## src/rtl/fir_pkg.sv

```systemverilog
// ---------------------------------------------------------------------------
// fir_pkg
// Shared definitions for the FIR coefficient manager: default filter
// geometry, fixed-point formats, controller state encoding, the delta
// coefficient used as the power-up impulse response, and a constant-safe
// ceil(log2) helper used to size address and counter fields.
// ---------------------------------------------------------------------------
package fir_pkg;

    localparam int FIR_H      = 13;   // number of taps
    localparam int FIR_CW     = 9;    // coefficient width, signed
    localparam int FIR_DATA_F = 8;    // fractional bits of FIR sample data
    localparam int FIR_COEF_F = 7;    // fractional bits of coefficients (Q7)

    // 1.0 in Q7: tap 0 of the power-up bank, making the filter a pass-through.
    localparam logic [FIR_CW-1:0] FIR_COEF_DELTA = 9'sd128;

    typedef enum logic [1:0] {
        ST_FILL  = 2'd0,
        ST_RUN   = 2'd1,
        ST_ARMED = 2'd2,
        ST_SWAP  = 2'd3
    } fir_state_e;

    // ceil(log2(n)), with a floor of 0 for n <= 1.
    function automatic int fir_clog2(input int n);
        int r;
        r = 32'sd0;
        for (int v = n - 32'sd1; v > 32'sd0; v = v >>> 32'sd1) begin
            r = r + 32'sd1;
        end
        return r;
    endfunction

endpackage

```

## src/rtl/fir_coef_ctrl_if.sv

```systemverilog
// ---------------------------------------------------------------------------
// fir_coef_ctrl_if
// Coefficient configuration bus: valid/ready tap writes plus a commit strobe.
//   cfg_valid  master->slave  tap write request, held until accepted
//   cfg_ready  slave->master  write accepted when cfg_valid && cfg_ready
//   cfg_addr   master->slave  tap index 0..H-1
//   cfg_data   master->slave  signed coefficient
//   cfg_commit master->slave  single-cycle request to swap shadow -> active
// ---------------------------------------------------------------------------
interface fir_coef_ctrl_if
    import fir_pkg::*;
#(
    parameter int H  = FIR_H,
    parameter int CW = FIR_CW
);
    localparam int AW = fir_clog2(H);

    logic                 cfg_valid;
    logic                 cfg_ready;
    logic [AW-1:0]        cfg_addr;
    logic signed [CW-1:0] cfg_data;
    logic                 cfg_commit;

    modport master (
        output cfg_valid,
        output cfg_addr,
        output cfg_data,
        output cfg_commit,
        input  cfg_ready
    );

    modport slave (
        input  cfg_valid,
        input  cfg_addr,
        input  cfg_data,
        input  cfg_commit,
        output cfg_ready
    );

endinterface

```

## src/rtl/fir_coef_bank.sv

```systemverilog
// ---------------------------------------------------------------------------
// fir_coef_bank
// Double-buffered coefficient storage. Writes land in a shadow bank and set
// the matching bit of a write mask; a swap strobe copies the whole shadow
// bank into the active bank in one edge and clears the mask.
//   clk, rst_n      clock, asynchronous active-low reset
//   i_wr_en         write one shadow tap (address already range-checked)
//   i_wr_addr       tap index
//   i_wr_data       coefficient value, stored unmodified
//   i_swap          copy shadow -> active, clear mask
//   o_active        active bank packed {c0..c(H-1)}, c0 in the MSB slice
//   o_all_written   every tap written, counting a write in this same cycle
// ---------------------------------------------------------------------------
module fir_coef_bank
    import fir_pkg::*;
#(
    parameter int              H           = FIR_H,
    parameter int              CW          = FIR_CW,
    parameter int              AW          = fir_clog2(FIR_H),
    parameter logic [H*CW-1:0] COEFFS_INIT = {FIR_COEF_DELTA, {((FIR_H-1)*FIR_CW){1'b0}}}
)(
    input  logic             clk,
    input  logic             rst_n,
    input  logic             i_wr_en,
    input  logic [AW-1:0]    i_wr_addr,
    input  logic [CW-1:0]    i_wr_data,
    input  logic             i_swap,
    output logic [H*CW-1:0]  o_active,
    output logic             o_all_written
);

    logic [CW-1:0]   r_shadow [H];
    logic [H-1:0]    r_mask;
    logic [H*CW-1:0] r_active;
    logic [H-1:0]    w_wr_onehot;
    logic [H*CW-1:0] w_shadow_packed;

    // Decode the write address into a one-hot tap select.
    always_comb begin
        w_wr_onehot = {H{1'b0}};
        for (int k = 0; k < H; k++) begin
            if (i_wr_en && (i_wr_addr == AW'(k))) begin
                w_wr_onehot[k] = 1'b1;
            end else begin
                w_wr_onehot[k] = 1'b0;
            end
        end
    end

    // Pack the shadow bank with tap 0 in the most significant slice.
    always_comb begin
        w_shadow_packed = {(H*CW){1'b0}};
        for (int k = 0; k < H; k++) begin
            w_shadow_packed[(H-1-k)*CW +: CW] = r_shadow[k];
        end
    end

    // Including this cycle's write lets a write+commit pair arm the swap.
    assign o_all_written = &(r_mask | w_wr_onehot);
    assign o_active      = r_active;

    // Shadow taps and write mask; a swap clears the mask but keeps the taps.
    always_ff @(posedge clk or negedge rst_n) begin
        if (!rst_n) begin
            for (int k = 0; k < H; k++) begin
                r_shadow[k] <= {CW{1'b0}};
            end
            r_mask <= {H{1'b0}};
        end else if (i_swap) begin
            r_mask <= {H{1'b0}};
        end else begin
            for (int k = 0; k < H; k++) begin
                if (w_wr_onehot[k]) begin
                    r_shadow[k] <= i_wr_data;
                end
            end
            r_mask <= r_mask | w_wr_onehot;
        end
    end

    // Active bank, loaded from the shadow bank only on the swap strobe.
    always_ff @(posedge clk or negedge rst_n) begin
        if (!rst_n) begin
            r_active <= COEFFS_INIT;
        end else if (i_swap) begin
            r_active <= w_shadow_packed;
        end else begin
            r_active <= r_active;
        end
    end

endmodule

```

## src/rtl/fir_coef_ctrl.sv

```systemverilog
// ---------------------------------------------------------------------------
// fir_coef_ctrl
// Runtime coefficient manager for an H-tap FIR. Tap writes are collected in
// a shadow bank; once all taps are written a commit arms a swap, which is
// executed on the next sample strobe. The swap pulses the filter's sync
// reset and holds out_valid low until the pipeline has refilled with data
// produced by the new bank.
//   clk, rst_n         clock, asynchronous active-low reset
//   cfg                configuration bus (slave side)
//   i_sample_en        sample-boundary strobe; swaps happen only here
//   o_coeffs_vector    active bank packed {c0..c(H-1)}
//   o_fir_flush        one-cycle pulse to the FIR sync reset
//   o_out_valid        FIR output reflects only the current bank
//   o_bank_armed       swap pending, waiting for i_sample_en
//   o_cfg_err          one-cycle pulse: bad address or rejected commit
// ---------------------------------------------------------------------------
module fir_coef_ctrl
    import fir_pkg::*;
#(
    parameter int              H           = FIR_H,
    parameter int              CW          = FIR_CW,
    parameter logic [H*CW-1:0] COEFFS_INIT = {FIR_COEF_DELTA, {((FIR_H-1)*FIR_CW){1'b0}}}
)(
    input  logic             clk,
    input  logic             rst_n,
    fir_coef_ctrl_if.slave   cfg,
    input  logic             i_sample_en,
    output logic [H*CW-1:0]  o_coeffs_vector,
    output logic             o_fir_flush,
    output logic             o_out_valid,
    output logic             o_bank_armed,
    output logic             o_cfg_err
);

    localparam int AW           = fir_clog2(H);
    localparam int FLUSH_CYCLES = H + 32'sd2;
    localparam int CNTW         = fir_clog2(FLUSH_CYCLES);
    localparam logic [CNTW-1:0] FILL_LAST = CNTW'(FLUSH_CYCLES - 32'sd1);

    fir_state_e      r_state;
    logic [CNTW-1:0] r_fill_cnt;
    logic            r_cfg_ready;
    logic            r_fir_flush;
    logic            r_out_valid;
    logic            r_bank_armed;
    logic            r_cfg_err;

    logic w_wr_fire;
    logic w_addr_ok;
    logic w_wr_en;
    logic w_wr_bad;
    logic w_all_written;
    logic w_commit_ok;
    logic w_commit_bad;
    logic w_swap;

    // cfg_ready is high exactly in RUN, so a fired handshake implies RUN.
    assign w_wr_fire    = cfg.cfg_valid & r_cfg_ready;
    // One extra bit keeps the range check correct when H is a power of two.
    assign w_addr_ok    = ({1'b0, cfg.cfg_addr} < (AW+1)'(H));
    assign w_wr_en      = w_wr_fire & w_addr_ok;
    assign w_wr_bad     = w_wr_fire & ~w_addr_ok;
    assign w_commit_ok  = cfg.cfg_commit & (r_state == ST_RUN) & w_all_written;
    assign w_commit_bad = cfg.cfg_commit & ~w_commit_ok;
    assign w_swap       = (r_state == ST_SWAP);

    fir_coef_bank #(
        .H           (H),
        .CW          (CW),
        .AW          (AW),
        .COEFFS_INIT (COEFFS_INIT)
    ) u_bank (
        .clk           (clk),
        .rst_n         (rst_n),
        .i_wr_en       (w_wr_en),
        .i_wr_addr     (cfg.cfg_addr),
        .i_wr_data     (cfg.cfg_data),
        .i_swap        (w_swap),
        .o_active      (o_coeffs_vector),
        .o_all_written (w_all_written)
    );

    // Control FSM: refill countdown, handshake enable and registered status outputs.
    always_ff @(posedge clk or negedge rst_n) begin
        if (!rst_n) begin
            r_state      <= ST_FILL;
            r_fill_cnt   <= {CNTW{1'b0}};
            r_cfg_ready  <= 1'b0;
            r_fir_flush  <= 1'b0;
            r_out_valid  <= 1'b0;
            r_bank_armed <= 1'b0;
            r_cfg_err    <= 1'b0;
        end else begin
            r_cfg_err   <= w_wr_bad | w_commit_bad;
            r_fir_flush <= 1'b0;
            case (r_state)
                ST_FILL: begin
                    if (r_fill_cnt == FILL_LAST) begin
                        r_state     <= ST_RUN;
                        r_fill_cnt  <= {CNTW{1'b0}};
                        r_cfg_ready <= 1'b1;
                        r_out_valid <= 1'b1;
                    end else begin
                        r_fill_cnt  <= r_fill_cnt + CNTW'(32'd1);
                    end
                end
                ST_RUN: begin
                    if (w_commit_ok) begin
                        r_state      <= ST_ARMED;
                        r_cfg_ready  <= 1'b0;
                        r_bank_armed <= 1'b1;
                    end else begin
                        r_state      <= ST_RUN;
                    end
                end
                ST_ARMED: begin
                    // Only reached one edge after the commit, so a strobe
                    // coincident with the commit is never taken here.
                    if (i_sample_en) begin
                        r_state      <= ST_SWAP;
                        r_bank_armed <= 1'b0;
                        r_out_valid  <= 1'b0;
                        r_fir_flush  <= 1'b1;
                    end else begin
                        r_state      <= ST_ARMED;
                    end
                end
                ST_SWAP: begin
                    r_state    <= ST_FILL;
                    r_fill_cnt <= {CNTW{1'b0}};
                end
                default: begin
                    r_state      <= ST_FILL;
                    r_fill_cnt   <= {CNTW{1'b0}};
                    r_cfg_ready  <= 1'b0;
                    r_out_valid  <= 1'b0;
                    r_bank_armed <= 1'b0;
                end
            endcase
        end
    end

    assign cfg.cfg_ready = r_cfg_ready;
    assign o_fir_flush   = r_fir_flush;
    assign o_out_valid   = r_out_valid;
    assign o_bank_armed  = r_bank_armed;
    assign o_cfg_err     = r_cfg_err;

endmodule

```

## src/flat_wrapper.sv

```systemverilog
// flat-port wrapper written by rule: the top's interface ports become plain ports
module fir_coef_ctrl_flat import fir_pkg::*;
#(
    parameter int              H           = FIR_H,
    parameter int              CW          = FIR_CW,
    parameter logic [H*CW-1:0] COEFFS_INIT = {FIR_COEF_DELTA, {((FIR_H-1)*FIR_CW){1'b0}}}
)
  (clk, rst_n, i_sample_en, o_coeffs_vector, o_fir_flush, o_out_valid, o_bank_armed, o_cfg_err, cfg_cfg_valid, cfg_cfg_addr, cfg_cfg_data, cfg_cfg_commit, cfg_cfg_ready);
  fir_coef_ctrl_if #(.H(H), .CW(CW)) cfg_i ();
  input  logic clk;
  input  logic rst_n;
  input  logic i_sample_en;
  output logic [H*CW-1:0] o_coeffs_vector;
  output logic o_fir_flush;
  output logic o_out_valid;
  output logic o_bank_armed;
  output logic o_cfg_err;
  input wire logic [$bits(cfg_i.cfg_valid)-1:0] cfg_cfg_valid;
  input wire logic [$bits(cfg_i.cfg_addr)-1:0] cfg_cfg_addr;
  input wire logic [$bits(cfg_i.cfg_data)-1:0] cfg_cfg_data;
  input wire logic [$bits(cfg_i.cfg_commit)-1:0] cfg_cfg_commit;
  output wire logic [$bits(cfg_i.cfg_ready)-1:0] cfg_cfg_ready;
  assign cfg_i.cfg_valid = cfg_cfg_valid;
  assign cfg_i.cfg_addr = cfg_cfg_addr;
  assign cfg_i.cfg_data = cfg_cfg_data;
  assign cfg_i.cfg_commit = cfg_cfg_commit;
  assign cfg_cfg_ready = cfg_i.cfg_ready;
  fir_coef_ctrl #(.H(H), .CW(CW), .COEFFS_INIT(COEFFS_INIT)) u_core (.clk(clk), .rst_n(rst_n), .cfg(cfg_i), .i_sample_en(i_sample_en), .o_coeffs_vector(o_coeffs_vector), .o_fir_flush(o_fir_flush), .o_out_valid(o_out_valid), .o_bank_armed(o_bank_armed), .o_cfg_err(o_cfg_err));
endmodule
```

## config.mk

```make
export PLATFORM = sky130hd
export DESIGN_NAME = fir_coef_ctrl_flat
export DESIGN_NICKNAME = d
export VERILOG_FILES = /design/src/rtl/fir_pkg.sv /design/src/rtl/fir_coef_ctrl_if.sv /design/src/rtl/fir_coef_bank.sv /design/src/rtl/fir_coef_ctrl.sv /design/src/flat_wrapper.sv
export SDC_FILE = /design/constraint.sdc
export NUM_CORES = 1
export LEC_CHECK = 0
export CAP_MARGIN = 20
export CORE_MARGIN = 2
export CORE_UTILIZATION = 40
export DETAILED_ROUTE_END_ITERATION = 10
export HOLD_SLACK_MARGIN = 0.02
export PLACE_DENSITY = 0.61
export SLEW_MARGIN = 20
export SYNTH_ARGS = -nofsm -noshare
export SYNTH_HDL_FRONTEND = slang
export SYNTH_SLANG_ARGS = --single-unit
```

## constraint.sdc

```tcl
create_clock -name clk -period 3.58 [get_ports clk]
set_input_delay 0.895 -clock clk [delete_from_list [all_inputs] [get_ports clk]]
set_output_delay 0.895 -clock clk [all_outputs]
set_load 0.005 [all_outputs]
```

==> impl.org, run 1 <==
** Run status
- Status :: complete, no violations

** Job
- Across the run, the number of max-cap violations was 0.

** STA
- Final setup fails :: 0
- Number of hold violations in the final report :: 0
- The worst path in the final design needs a cycle of 2730 ps, including I/O delays and setup.
- Max-slew headroom :: 0.372
- Derived from the worst setup path, the maximum achievable clock frequency is 0.366 GHz.
- Setup repair after global routing left no endpoint under its margin.
- For the pin with the worst max-slew slack, the measured transition is about 940 ps.
- Pins over their slew limit :: 0
- Final setup skew :: 14.9 ps
- Sum Neg Setup Slack :: 0 ps
- Portion of the clock cycle consumed by the worst path in the final layout :: 0.762
- Hold slack :: between 300 and 400 ps

** Drt
- Number of DRC markers in iteration 0 :: about 260
- After detailed routing, the average wire length per cell comes to 20.0 um.
- After detailed routing, the total wire length is roughly 23 mm.
- Number of remaining DRC errors :: 0
- Across all layers, the routed design uses 5,804 vias.
- Drt via density :: 5.06
- Once detail routing completed, the nets flagged for antenna violations numbered 0.
- Router iterations before antenna repair :: 4

** Clocking
- CTS tree :: built
- For the worst-skew pair, the clock arrives at the later sink with an insertion delay of 540 ps.
- In this run, post-CTS repair resized a total of 0 instances.
- Max Root-Sink Buffers :: 3
- CTS sink cnt :: 258
- CTS built an H-tree with a depth of 1.
- Buffers inserted to repair hold after CTS numbered 0.
- TritonCTS created 27 clock buffers.
- The root buffer cell chosen for the clock tree is sky130_fd_sc_hd__clkbuf_16.
- Clock-pin slew of the registers on the worst-case setup and hold paths :: 60 ps
- Post-CTS setup-driven buffer insertion count :: 0

** Critical path
- Critical path launch point type :: primary input
- The worst setup path is captured at a flop.
- CP max FO :: 13
- The critical path is of the in -> reg type.
- Data arrival, critical path :: about 3100 ps
- Data required time of the critical path :: 3990 ps

** Global routing
- The first global-routing pass estimated 36.5 mm of wire.
- Entering global routing, the biggest net connects 101 pins.
- Vias in the first global route :: roughly 6,400
- The total overflow left after global routing is 0.
- The initial antenna violation count was 0.
- Overall global routing resource usage :: 0.178

** Finish
- Fill cell total of the finished layout :: 2,071
- Area growth, synth to finish :: 27.4%
- In the final layout, the share of cells above drive strength 1 is 0.368.
- The repair_antennas step left the layout with diodes totalling 0.
- # nets final :: between 800 and 900

** Die
- In this run the count of I/O pins placed on the die edge is 140.
- Measured along the y axis, the die boundary spans 162 um.
- Core region area :: roughly 0.024 mm^2
- Effective utilization at floorplan :: 0.409
- Total die area :: ~0.026 mm^2
- Die width :: 162 um
- The initialized floorplan defines 57 standard-cell rows.

** Power and ir drop
- Total power divided by cell area :: between 600 and 700 mW/mm^2
- Peak supply drop :: 0.367 mV
- The analysis attributes to cell leakage a power of 0.00581 uW.

** Synthesis
- Most instantiated flip-flop cell in the synthesis netlist :: sky130_fd_sc_hd__dfrtp_1
- Number of cells produced by synthesis :: 653
- Counting flops with a built-in enable in the synthesized netlist gives 0.
- Combined area of all synthesized cells :: ~0.01 mm^2
- sky130_fd_sc_hd__dfrtp_1 takes more of the synthesized area than any other cell.
- Of the synthesized area, sequential elements account for 0.645.
- Counting every net in the synthesized netlist gives 678.
- For this run, asynchronously set or reset flops after synthesis account for 1.00.
- Register bit total from synthesis :: 258
- During synthesis, Yosys emitted a total of 0 warnings.
- In this run the mean area of a mapped cell was 15.3 um^2.
- By area the synthesized netlist is led by sky130_fd_sc_hd__dfrtp_1 64%, sky130_fd_sc_hd__mux2_2 26%, sky130_fd_sc_hd__clkbuf_1 1.1%.
- In this run, distinct cell masters in the synthesized netlist total 42.
- The share of synthesized area in the top cell type comes to 0.643.

** Place
- After legalization and detailed placement, the total HPWL measured roughly 15 mm.
- Final weighted congestion in routability-driven placement :: slightly below 0.8
- Number of port buffers :: around 140

** Min path
- Type of the worst min-delay path :: in -> async
## flip-flops by register name, summed over array words and instances (netlist names), named ones only
| name | flops |
|---|---|
| u_core.cfg.cfg_ready | 1 |
| u_core.o_bank_armed | 1 |
| u_core.u_bank.r_shadow | 117 |
| u_core.u_bank.r_mask | 13 |
| u_core.o_cfg_err | 1 |
| u_core.o_out_valid | 1 |
| u_core.r_state | 1 |
| u_core.r_fill_cnt | 4 |
| u_core.u_bank.o_active | 117 |
| u_core.o_fir_flush | 1 |
## layout by cell type (no fill, tap or decap), types with 2 or more instances in the layout
| cell type | netlist | routed |
|---|---|---|
| sky130_fd_sc_hd__clkbuf_8 | 0 | 7 |
| sky130_fd_sc_hd__and2_1 | 4 | 4 |
| sky130_fd_sc_hd__o31ai_1 | 2 | 2 |
| sky130_fd_sc_hd__a31oi_1 | 6 | 6 |
| sky130_fd_sc_hd__a21oi_1 | 10 | 10 |
| sky130_fd_sc_hd__inv_1 | 6 | 6 |
| sky130_fd_sc_hd__nor2b_1 | 6 | 6 |
| sky130_fd_sc_hd__o41ai_1 | 4 | 4 |
| sky130_fd_sc_hd__clkinv_4 | 0 | 2 |
| sky130_fd_sc_hd__ha_1 | 7 | 6 |
| sky130_fd_sc_hd__nand2_1 | 20 | 20 |
| sky130_fd_sc_hd__clkbuf_16 | 0 | 27 |
| sky130_fd_sc_hd__o22ai_1 | 2 | 2 |
| sky130_fd_sc_hd__nand3_1 | 3 | 3 |
| sky130_fd_sc_hd__buf_4 | 1 | 12 |
| sky130_fd_sc_hd__mux2_2 | 234 | 234 |
| sky130_fd_sc_hd__and4b_1 | 2 | 2 |
| sky130_fd_sc_hd__nor3_2 | 2 | 2 |
| sky130_fd_sc_hd__buf_12 | 0 | 2 |
| sky130_fd_sc_hd__clkdlybuf4s50_1 | 0 | 138 |
| sky130_fd_sc_hd__nand4b_1 | 3 | 3 |
| sky130_fd_sc_hd__bufinv_16 | 0 | 2 |
| sky130_fd_sc_hd__o21ai_0 | 6 | 6 |
| sky130_fd_sc_hd__clkbuf_1 | 30 | 5 |
| sky130_fd_sc_hd__nand3b_1 | 2 | 2 |
| sky130_fd_sc_hd__nor3_1 | 3 | 3 |
| sky130_fd_sc_hd__and3_1 | 3 | 3 |
| sky130_fd_sc_hd__nor2_1 | 20 | 20 |
| sky130_fd_sc_hd__dfrtp_1 | 257 | 257 |
| sky130_fd_sc_hd__mux2i_1 | 2 | 2 |
| sky130_fd_sc_hd__clkinv_2 | 0 | 5 |
## power by group
group          total, uW  internal (uW)  switching, uW  leakage, uW
Sequential          4160           3690            470      0.00331
Combinational       1920           1230            693      0.00205
Clock               2820           1680           1140     0.000455
## worst max-delay path, stage by stage
cell	delay [ps]
sky130_fd_sc_hd__clkdlybuf4s50_1	640
sky130_fd_sc_hd__nor2_1	380
sky130_fd_sc_hd__a21oi_2	100
sky130_fd_sc_hd__or3_4	420
sky130_fd_sc_hd__or4_4	560
sky130_fd_sc_hd__o2bb2ai_1	140
## cells by family after synthesis
family | after synthesis | share of synthesized area
adder cells (fa/ha/maj) | 7 | 0.00875
multiplexers | 236 | 0.265
flip-flops | 258 | 0.645
AND/OR/NAND/NOR | 75 | 0.0404
buffers and inverters | 38 | 0.0148
AO/OA/AOI/OAI | 39 | 0.0255
## worst paths after layout
path                       slack [ps]  depth (start not counted)                           to                   startpoint
max                               850                          6             u_core.o_cfg_err              cfg_cfg_addr[1]
min                               360                          1   u_core.u_bank.o_active[57]                        rst_n
max reg2reg                      1140                          6         u_core.r_fill_cnt[3]            u_core.r_state[0]
min reg2reg                       500                          1  u_core.u_bank.o_active[104]  u_core.u_bank.r_shadow[104]
max in group asynchronous        2380                          2   u_core.u_bank.o_active[71]                        rst_n
min in group clk                  500                          1  u_core.u_bank.o_active[104]  u_core.u_bank.r_shadow[104]
## through the flow
| stage | instances | worst slack (ps) | instance area, um^2 | util | total power [uW] |
|---|---|---|---|---|---|
| 2_1_floorplan | 653 | 1050 | 10000 | - | 5070 |
| 3_3_place_gp | 1098 | 354 | 11800 | 0.484 | 6050 |
| 3_5_place_dp | 1098 | 327 | 11800 | 0.484 | 6150 |
| 4_1_cts | 1147 | 880 | 12700 | 0.521 | 9020 |
| 5_1_grt | 1147 | 722 | 12700 | 0.521 | 9390 |
| 6_report | 1147 | 851 | 12700 | 0.521 | 8900 |
## Yosys cell counts, types with 2 or more instances
library cell	instances
sky130_fd_sc_hd__nor2b_1	6
sky130_fd_sc_hd__a31oi_1	6
sky130_fd_sc_hd__nor2_1	20
sky130_fd_sc_hd__and2_1	4
sky130_fd_sc_hd__nand3_1	3
sky130_fd_sc_hd__and3_1	3
sky130_fd_sc_hd__o21ai_0	6
sky130_fd_sc_hd__o22ai_1	2
sky130_fd_sc_hd__mux2i_1	2
sky130_fd_sc_hd__nand2_1	20
sky130_fd_sc_hd__clkbuf_1	30
sky130_fd_sc_hd__mux2_2	234
sky130_fd_sc_hd__nand3b_1	2
sky130_fd_sc_hd__and4b_1	2
sky130_fd_sc_hd__o41ai_1	4
sky130_fd_sc_hd__dfrtp_1	257
sky130_fd_sc_hd__inv_1	6
sky130_fd_sc_hd__a21oi_1	10
sky130_fd_sc_hd__o31ai_1	2
sky130_fd_sc_hd__ha_1	7
sky130_fd_sc_hd__nand4b_1	3
sky130_fd_sc_hd__nor3_1	3
sky130_fd_sc_hd__nor3_2	2
## layout make-up
type	instances	area, um^2	share of cell area
Sequential cell	258	6460	0.507
Multi-Input combinational cell	357	3420	0.268
Timing Repair Buffer	153	1530	0.120
Clock buffer	39	791	0.0620
Tap cell	324	405	0.0318
Clock inverter	10	123	0.00962
Inverter	6	22.5	0.00177
## per-layer routing
layer,up-vias,track usage,wire (um)
li1,2615,-,-
met1,3038,0.246,10400
met2,121,0.300,11200
met3,30,0.0291,992
met4,0,0.0390,348
met5,-,0,0
Power figures use the tool's default switching activity.
==> run 2, diff against run 1 <==
--- a/config.mk
+++ b/config.mk
@@ -10,7 +10,7 @@
 export CORE_UTILIZATION = 40
 export DETAILED_ROUTE_END_ITERATION = 10
 export HOLD_SLACK_MARGIN = 0.02
-export PLACE_DENSITY = 0.61
+export PLACE_DENSITY = 0.64
 export SLEW_MARGIN = 20
 export SYNTH_ARGS = -nofsm -noshare
 export SYNTH_HDL_FRONTEND = slang
==> constraint.sdc (replaced) <==
create_clock -name clk -period 2.31 [get_ports clk]
set_input_delay 0.5775 -clock clk [delete_from_list [all_inputs] [get_ports clk]]
set_output_delay 0.5775 -clock clk [all_outputs]
set_load 0.005 [all_outputs]
==> run 2 against run 1 <==
Clock power grew 49%; cell count rose by 3.5%; largest cell class unchanged; setup slack got worse by 800 ps; clock-buffer cell count fell by 2.
==> impl.org, run 2 (synthesis results as in run 1) <==
** Run status
- Status :: complete, no violations

** Die
- # rows :: 57 (unchanged)
- Die Ht :: 162 um (unchanged)
- Core region area :: 0.0245 mm^2 (unchanged)
- The width of the chip was 162 um (unchanged).
- The number of primary I/O pins came to 140 (unchanged).
- The effective utilization at floorplan came to 0.409 (unchanged).
- Total die area :: 0.0263 mm^2 (unchanged)

** STA
- Setup ws final :: 54.6 ps (-796 ps)
- Setup repair after global routing missed its margin :: false
- The final-report hold violation count came to 0 (unchanged).
- The final setup violation count is 0 (unchanged).
- Pins over their slew limit :: 0 (unchanged)
- Minimum clock period after layout :: 2260 ps
- The worst max-slew margin expressed relative to the limit is 0.680 (+0.308).
- Portion of the clock cycle consumed by the worst path in the final layout :: 0.976
- Measured slew at the worst slew-check pin :: 481 ps (-459 ps)
- Maximum clock rate :: 0.443 GHz
- Final setup skew :: 16.3 ps (+1.33 ps)

** Finish
- Fraction of final layout cells sized beyond drive strength 1 :: 0.396 (+0.0281)
- The final instance count without filler cells is 1,187 (+3.5%).
- Most frequent cells in the layout :: 257 x sky130_fd_sc_hd__dfrtp_1, 234 x sky130_fd_sc_hd__mux2_2, 138 x sky130_fd_sc_hd__clkdlybuf4s50_1
- Area growth, synth to finish :: 30.9%
- Number of antenna diodes :: 0 (unchanged)
- The count of nets after finishing came to 870 (+5.1%).
- Leaving out fill and tap cells, the most frequent cell in the layout is sky130_fd_sc_hd__dfrtp_1.

** Clocking
- The worst-skew pair later-pin latency was 530 ps (about the same).
- CTS Buf Count :: 27 (unchanged)
- CTS sink cnt :: 258 (unchanged)
- TritonCTS built the clock tree.
- The deepest level of the CTS H-tree came to 1 (unchanged).
- The number of buffers inserted by post-CTS setup repair came to 0 (unchanged).
- Max Root-Sink Buffers :: 3 (unchanged)
- Clock-pin slew of the registers on the worst-case setup and hold paths :: 60 ps (about the same)
- The tree is rooted in a sky130_fd_sc_hd__clkbuf_16.

** Drt
- Number of vias in the routed layout :: 6,057 (+4.4%)
- The routed length per placed instance came to 19.2 um (-3.8%).
- The mean number of vias per cell is 5.10 (+0.84%).
- Number of antenna-violating nets in the routed design :: 0 (unchanged)
- Router iterations before antenna repair :: 4 (unchanged)
- The detailed-route wire length was 22.8 mm (-0.48%).
- Number of DRC markers in iteration 0 :: 250 (-2.0%)
- Number of remaining DRC errors :: 0 (unchanged)

** Critical path
- Worst setup slack for register-to-register paths :: 180 ps (-960 ps)
- Data required time of the critical path :: 2740 ps (-1250 ps)
- Data arrival, critical path :: 2690 ps (-450 ps)
- The critical path starts at cfg_cfg_addr[3].
- Type of destination of the critical path :: flop
- Origin of the critical flop-to-flop path :: u_core.cfg.cfg_ready
- The length in cells of the worst reg-to-reg path is 5 (-1).
- The worst setup path is of the in -> reg kind.
- CP max FO :: 7 (-6)
- Critical path launch point type :: primary input

** Global routing
- Pin count of the biggest net entering global routing :: 73 (-28%)
- The initial antenna violation count was 0 (unchanged).
- Total congestion overflow after global routing :: 0 (unchanged)
- First-pass GRT wire length :: 35.9 mm (-1.7%)
- Vias in the first global route :: 6,524 (+1.4%)
- The total global routing track utilization is 0.174 (-0.00401).

** Power and ir drop
- The areal power density over the cells came to 1050 mW/mm^2 (+51%).
- The worst IR drop on VDD is 0.518 mV (+41%).
- The static leakage power is 0.00603 uW (+3.7%).

** Min path
- The tightest min-delay check is of the reg -> reg type.

** Place
- The final weighted congestion of routability-driven global placement was 0.855 (+8.4%).
- The quantity of I/O buffers inserted on ports came to 139 (unchanged).
- The number of cells in the design after placement is 1,139 (+3.7%).
- The estimated wirelength of the detail-placed design came to 15.0 mm (+0.42%).
- The minimum setup slack after placement is -490 ps (-817 ps).

** Job
- Number of max-cap violations :: 0 (unchanged)
-- run 2: cell types whose count changed in the layout (fill, tap and decap cells not counted), moves of 2 or more --
cell / delta
sky130_fd_sc_hd__clkbuf_8: -3
sky130_fd_sc_hd__clkinv_4: -2
sky130_fd_sc_hd__buf_4: +34
sky130_fd_sc_hd__buf_12: +7
sky130_fd_sc_hd__clkinv_2: +2
-- run 2: worst min-delay path by stage --
stage,startpoint,end,cells after the start
final,u_core.u_bank.r_shadow[76],u_core.u_bank.o_active[76],1
after global placement,u_core.r_fill_cnt[3],u_core.r_fill_cnt[3],1
after detailed placement,rst_n,u_core.u_bank.o_active[86],1
after CTS,u_core.r_fill_cnt[3],u_core.r_fill_cnt[3],1
after floorplan,rst_n,asynchronous set/reset pin,0
after global routing,u_core.u_bank.r_shadow[78],u_core.u_bank.r_shadow[78],1
-- run 2: cell type report --
cell class | count | area [um^2]
clock buffer | 37 | 753
inverter | 6 | 22.5
sequential | 258 | 6460
timing repair buffer | 195 | 1930
fill | 1998 | 11400
clock inverter | 10 | 104
multi-input combinational | 357 | 3430
tap | 324 | 405
-- run 2: report_power, final --
group | internal, uW | switching, uW
logic | 2020 | 1120
registers | 5710 | 720
clock network | 2490 | 1700
-- run 2: timing repair --
item,in CTS,in global routing
endpoints found under the setup margin,0,1
hold buffers,1,0
gates resized for setup,0,2
hold endpoints to repair,35,0
-- run 2: worst max-delay path: stages --
cell                              delay [ps]
sky130_fd_sc_hd__clkdlybuf4s50_1         580
sky130_fd_sc_hd__nand4_1                 150
sky130_fd_sc_hd__o31a_1                  280
sky130_fd_sc_hd__or3_4                   340
sky130_fd_sc_hd__or4_4                   560
sky130_fd_sc_hd__o21ai_1                 190
-- run 2: per-stage QoR --
| step | util | total power [uW] | hold WS (ps) | cell area, um^2 | setup TNS [ps] |
|---|---|---|---|---|---|
| after floorplan | - | 7850 | 282 | 10000 | 0 |
| after global placement | 0.500 | 9490 | 458 | 12200 | -18760 |
| after detailed placement | 0.500 | 9660 | 480 | 12200 | -20530 |
| after CTS | 0.535 | 13900 | 491 | 13100 | 0 |
| after global routing | 0.536 | 14500 | 509 | 13100 | 0 |
| final | 0.536 | 13800 | 500 | 13100 | 0 |
-- run 2: layer usage --
| metal | track usage | wire, um |
|---|---|---|
| met1 | 0.229 | 10100 |
| met2 | 0.302 | 11400 |
| met3 | 0.0232 | 870 |
| met4 | 0.0531 | 456 |
| met5 | 0 | 0 |
==> run 3, diff against run 2 <==
--- a/config.mk
+++ b/config.mk
@@ -7,11 +7,12 @@
 export LEC_CHECK = 0
 export CAP_MARGIN = 20
 export CORE_MARGIN = 2
-export CORE_UTILIZATION = 40
+export CORE_UTILIZATION = 30
 export DETAILED_ROUTE_END_ITERATION = 10
 export HOLD_SLACK_MARGIN = 0.02
-export PLACE_DENSITY = 0.64
+export PLACE_DENSITY = 0.51
 export SLEW_MARGIN = 20
 export SYNTH_ARGS = -nofsm -noshare
 export SYNTH_HDL_FRONTEND = slang
+export SYNTH_HIERARCHICAL = 1
 export SYNTH_SLANG_ARGS = --single-unit
==> run 3 against run 2 <==
Sequential power down 11%; synthesized cell count down 0.77%; die area up 33%; global-route usage down 3.6 points; largest power group unchanged.
==> impl.org, run 3 <==
** Place
- The quantity of I/O buffers inserted on ports is 139 (unchanged).
- HPWL Detailed :: 15.0 mm (-0.52%)
- Final weighted congestion in routability-driven placement :: 0.766 (-10%)

** Synthesis
- Post-synthesis share of cell area spent on and, or, nand and nor gates :: 0.0421 (+0.00176)
- The synthesized design spends more area on one cell type than any other, namely sky130_fd_sc_hd__dfrtp_1.
- Among all flip-flop cells after synthesis, the most frequent one is sky130_fd_sc_hd__dfrtp_1.
- The sequential area share after synthesis is 0.644 (-0.00169).
- Avg Synthesized Cell Area :: 15.5 um^2 (+1.0%)
- Proportion of register bits with asynchronous set or reset after synthesis :: 1.00 (unchanged)
- The area share of the leading cell type in the synthesized netlist is 0.641 (-0.00168).
- Area share of fa/ha/maj cells after synthesis :: 0.00873 (-0.0000229)
- The synthesized instance count was 648 (-0.77%).
- The multiplexer area fraction after synthesis was 0.266 (+0.000552).
- Xor and xnor fraction of the mapped netlist area :: 0 (unchanged)
- The post-synthesis register bit count was 258 (unchanged).
- The number of distinct library cell variants in the gate-level netlist after synthesis was 49 (+17%).
- Top area cells in the synthesized netlist :: sky130_fd_sc_hd__dfrtp_1 64%, sky130_fd_sc_hd__mux2_2 26%, sky130_fd_sc_hd__ha_1 0.87%
- The post-synthesis compound-gate area fraction was 0.0221 (-0.00343).
- By area, the combinational part of the netlist is dominated by multiplexers.
- The total nets after synthesis is 673 (-0.74%).
- Yosys synthesis warning count :: 6 (+6)
- The number of synthesized flops with an enable pin was 0 (unchanged).
- The commonest cells after synthesis are 257 x sky130_fd_sc_hd__dfrtp_1, 235 x sky130_fd_sc_hd__mux2_2, 18 x sky130_fd_sc_hd__nor2_1, 15 x sky130_fd_sc_hd__buf_2, 14 x sky130_fd_sc_hd__nand2_1.
- Dominant cell by count in the synthesized netlist :: sky130_fd_sc_hd__dfrtp_1
- Combined area of all synthesized cells :: 0.0100 mm^2 (+0.26%)

** Clocking
- The worst-skew pair later-pin latency came to 530 ps (about the same).
- CTS root buf :: sky130_fd_sc_hd__clkbuf_16
- H-tree lvl count :: 1 (unchanged)
- The CTS clock-pin slew for the worst setup and hold paths was 60 ps (about the same).
- CTS Buf Count :: 29 (+7.4%)
- CTS tree :: built
- The deepest clock path buffer count came to 3 (unchanged).
- CTS sink cnt :: 258 (unchanged)

** Finish
- The post-layout utilization of the core was 0.407 (-0.128).
- The count of filler cells inserted in the layout came to 3,119 (+56%).
- Most frequent cells in the layout :: 257 x sky130_fd_sc_hd__dfrtp_1, 235 x sky130_fd_sc_hd__mux2_2, 133 x sky130_fd_sc_hd__clkdlybuf4s50_1
- Most common cell after layout, fill and taps aside :: sky130_fd_sc_hd__dfrtp_1
- # nets final :: 862 (-0.92%)
- Number of antenna diodes :: 0 (unchanged)
- Area growth, synth to finish :: 32.7%
- Fraction of final layout cells sized beyond drive strength 1 :: 0.416 (+0.0198)

** Drt
- The violation count after the first detailed-route iteration came to 221 (-12%).
- The mean number of vias per cell came to 4.53 (-11%).
- The number of nets with antenna violations after routing came to 0 (unchanged).
- Mean routed wirelength per cell :: 18.5 um (-3.8%)
- The iteration count of the initial detailed-routing pass is 4 (unchanged).
- The detailed-route wire length came to 24.0 mm (+5.3%).
- Number of remaining DRC errors :: 0 (unchanged)
- The via count came to 5,892 (-2.7%).

** Die
- Total die area :: 0.0349 mm^2 (+33%)
- # rows :: 66 (+16%)
- The effective utilization at floorplan came to 0.307 (-0.102).
- Die width :: 187 um (+15%)
- The overall die height was 187 um (+15%).
- The area of the placeable core was 0.0327 mm^2 (+34%).
- The number of primary I/O pins was 140 (unchanged).

** STA
- The total negative setup slack was 0 ps (unchanged).
- The time the worst path needs with I/O delays and setup was 2290 ps (+33.1 ps).
- Maximum clock rate :: 0.437 GHz (-1.4%)
- The pin slew with the least headroom to its limit is 488 ps (+7.04 ps).
- Max-slew headroom :: 0.675 (-0.00470)
- The setup skew after layout came to 7.00 ps (-9.27 ps).
- Setup repair after global routing left no endpoint under its margin.
- Portion of the clock cycle consumed by the worst path in the final layout :: 0.991 (+0.0143)
- Number of hold violations in the final report :: 0 (unchanged)
- The final setup violation count was 0 (unchanged).
- Pins over their slew limit :: 0 (unchanged)

** Critical path
- CP max FO :: 3 (-4)
- Data arrival, critical path :: 2690 ps (about the same)
- Critical path launch point type :: primary input
- STA classifies the critical path endpoint as a flop.
- Worst setup path class :: in -> reg
- Data required time of the critical path :: 2720 ps (-20 ps)

** Global routing
- The sum of overflow across all layers after global routing came to 0 (unchanged).
- The largest net degree at the start of global routing was 57 (-22%).
- Overall global routing resource usage :: 0.139 (-0.0358)
- The initial antenna violation count came to 0 (unchanged).
- The global-route wire length before repair is 38.0 mm (+5.7%).
- Vias in the first global route :: 6,331 (-3.0%)

** Run status
- Status :: complete, no violations

** Power and ir drop
- Final Power :: 12,000 uW (-13%)
- Leakage power summed over all cells :: 0.00610 uW (+1.1%)
- The areal power density over the cells was 902 mW/mm^2 (-14%).
- The worst IR drop on VDD is 0.456 mV (-12%).

** Job
- The max-capacitance violation count came to 0 (unchanged).

** Min path
- In this run the worst hold path is classified as reg -> reg.
-- run 3: changes by cell type after synthesis, sizes merged, moves of 2 or more --
cell and delta:
clkbuf -19, buf +18, and3b +4, o41ai -4
inv +3, nand4b -3, nor2b -3, a21oi +2
and2 -2, and4 +2, and4b -2, mux2 +2
nor3b +2, o31ai -2
-- run 3: where the power goes --
group,switching [uW],internal [uW]
combinational,694,1070
sequential,406,5300
clock,1810,2740
total,2910,9110
-- run 3: cell families after synthesis --
logic type	Yosys count
buffers and inverters	40
AND/OR/NAND/NOR	71
flip-flops	258
adder cells (fa/ha/maj)	7
AO/OA/AOI/OAI	35
multiplexers	237
-- run 3: path summary, 6_finish.rpt --
path                                          from                         end  slack, ps  depth (start not counted)
max                                cfg_cfg_addr[0]        u_core/cfg.cfg_ready         20                         10
min                        u_core/u_bank/r_mask[2]     u_core/u_bank/r_mask[2]        500                          2
max reg2reg                   u_core/cfg.cfg_ready        u_core/cfg.cfg_ready        150                          9
min reg2reg                u_core/u_bank/r_mask[2]     u_core/u_bank/r_mask[2]        500                          2
max in group asynchronous                    rst_n  u_core/u_bank/r_shadow[27]       1040                          3
min in group asynchronous                    rst_n  u_core/u_bank/o_active[74]        570                          2
-- run 3: per-layer routing --
| layer | global-route usage | wire (um) | share of wire |
|---|---|---|---|
| met1 | 0.190 | 11200 | 0.47 |
| met2 | 0.226 | 11300 | 0.47 |
| met3 | 0.0298 | 1110 | 0.046 |
| met4 | 0.0296 | 371 | 0.015 |
| met5 | 0 | 0 | 0 |
-- run 3: what timing repair did --
action | CTS | global route
hold endpoints to repair | 47 | 0
endpoints found under the setup margin | 14 | 12
hold buffers | 1 | 0
gates resized for setup | 11 | 3
setup buffers | 2 | 1
pin swaps | 4 | 3
-- run 3: cell type report --
class / instances / area [um^2] / area share
Clock buffer: 43 / 848 / 0.0637
Clock inverter: 9 / 100 / 0.00752
Inverter: 9 / 33.8 / 0.00254
Multi-Input combinational cell: 350 / 3450 / 0.259
Sequential cell: 258 / 6460 / 0.485
Tap cell: 442 / 553 / 0.0415
Timing Repair Buffer: 189 / 1880 / 0.141
-- run 3: metrics by stage --
| step | area (um^2) | hold WS, ps | std cells | worst slack (ps) |
|---|---|---|---|---|
| after floorplan | 10000 | 282 | 648 | -144 |
| after global placement | 12300 | 484 | 1244 | -708 |
| after detailed placement | 12300 | 487 | 1244 | -769 |
| after CTS | 13300 | 472 | 1299 | 0.00799 |
| after global routing | 13300 | 514 | 1300 | 2.43 |
| final | 13300 | 497 | 1300 | 21.5 |
-- run 3: worst max-delay path: stages --
cell,delay [ps]
sky130_fd_sc_hd__dlygate4sd2_1,240
sky130_fd_sc_hd__o211ai_1,200
sky130_fd_sc_hd__nor2b_4,200
sky130_fd_sc_hd__or3b_4,390
sky130_fd_sc_hd__or3_4,330
sky130_fd_sc_hd__a21oi_2,120
sky130_fd_sc_hd__and4_4,250
sky130_fd_sc_hd__and3_4,190
sky130_fd_sc_hd__nand2b_1,100
sky130_fd_sc_hd__o311ai_1,80
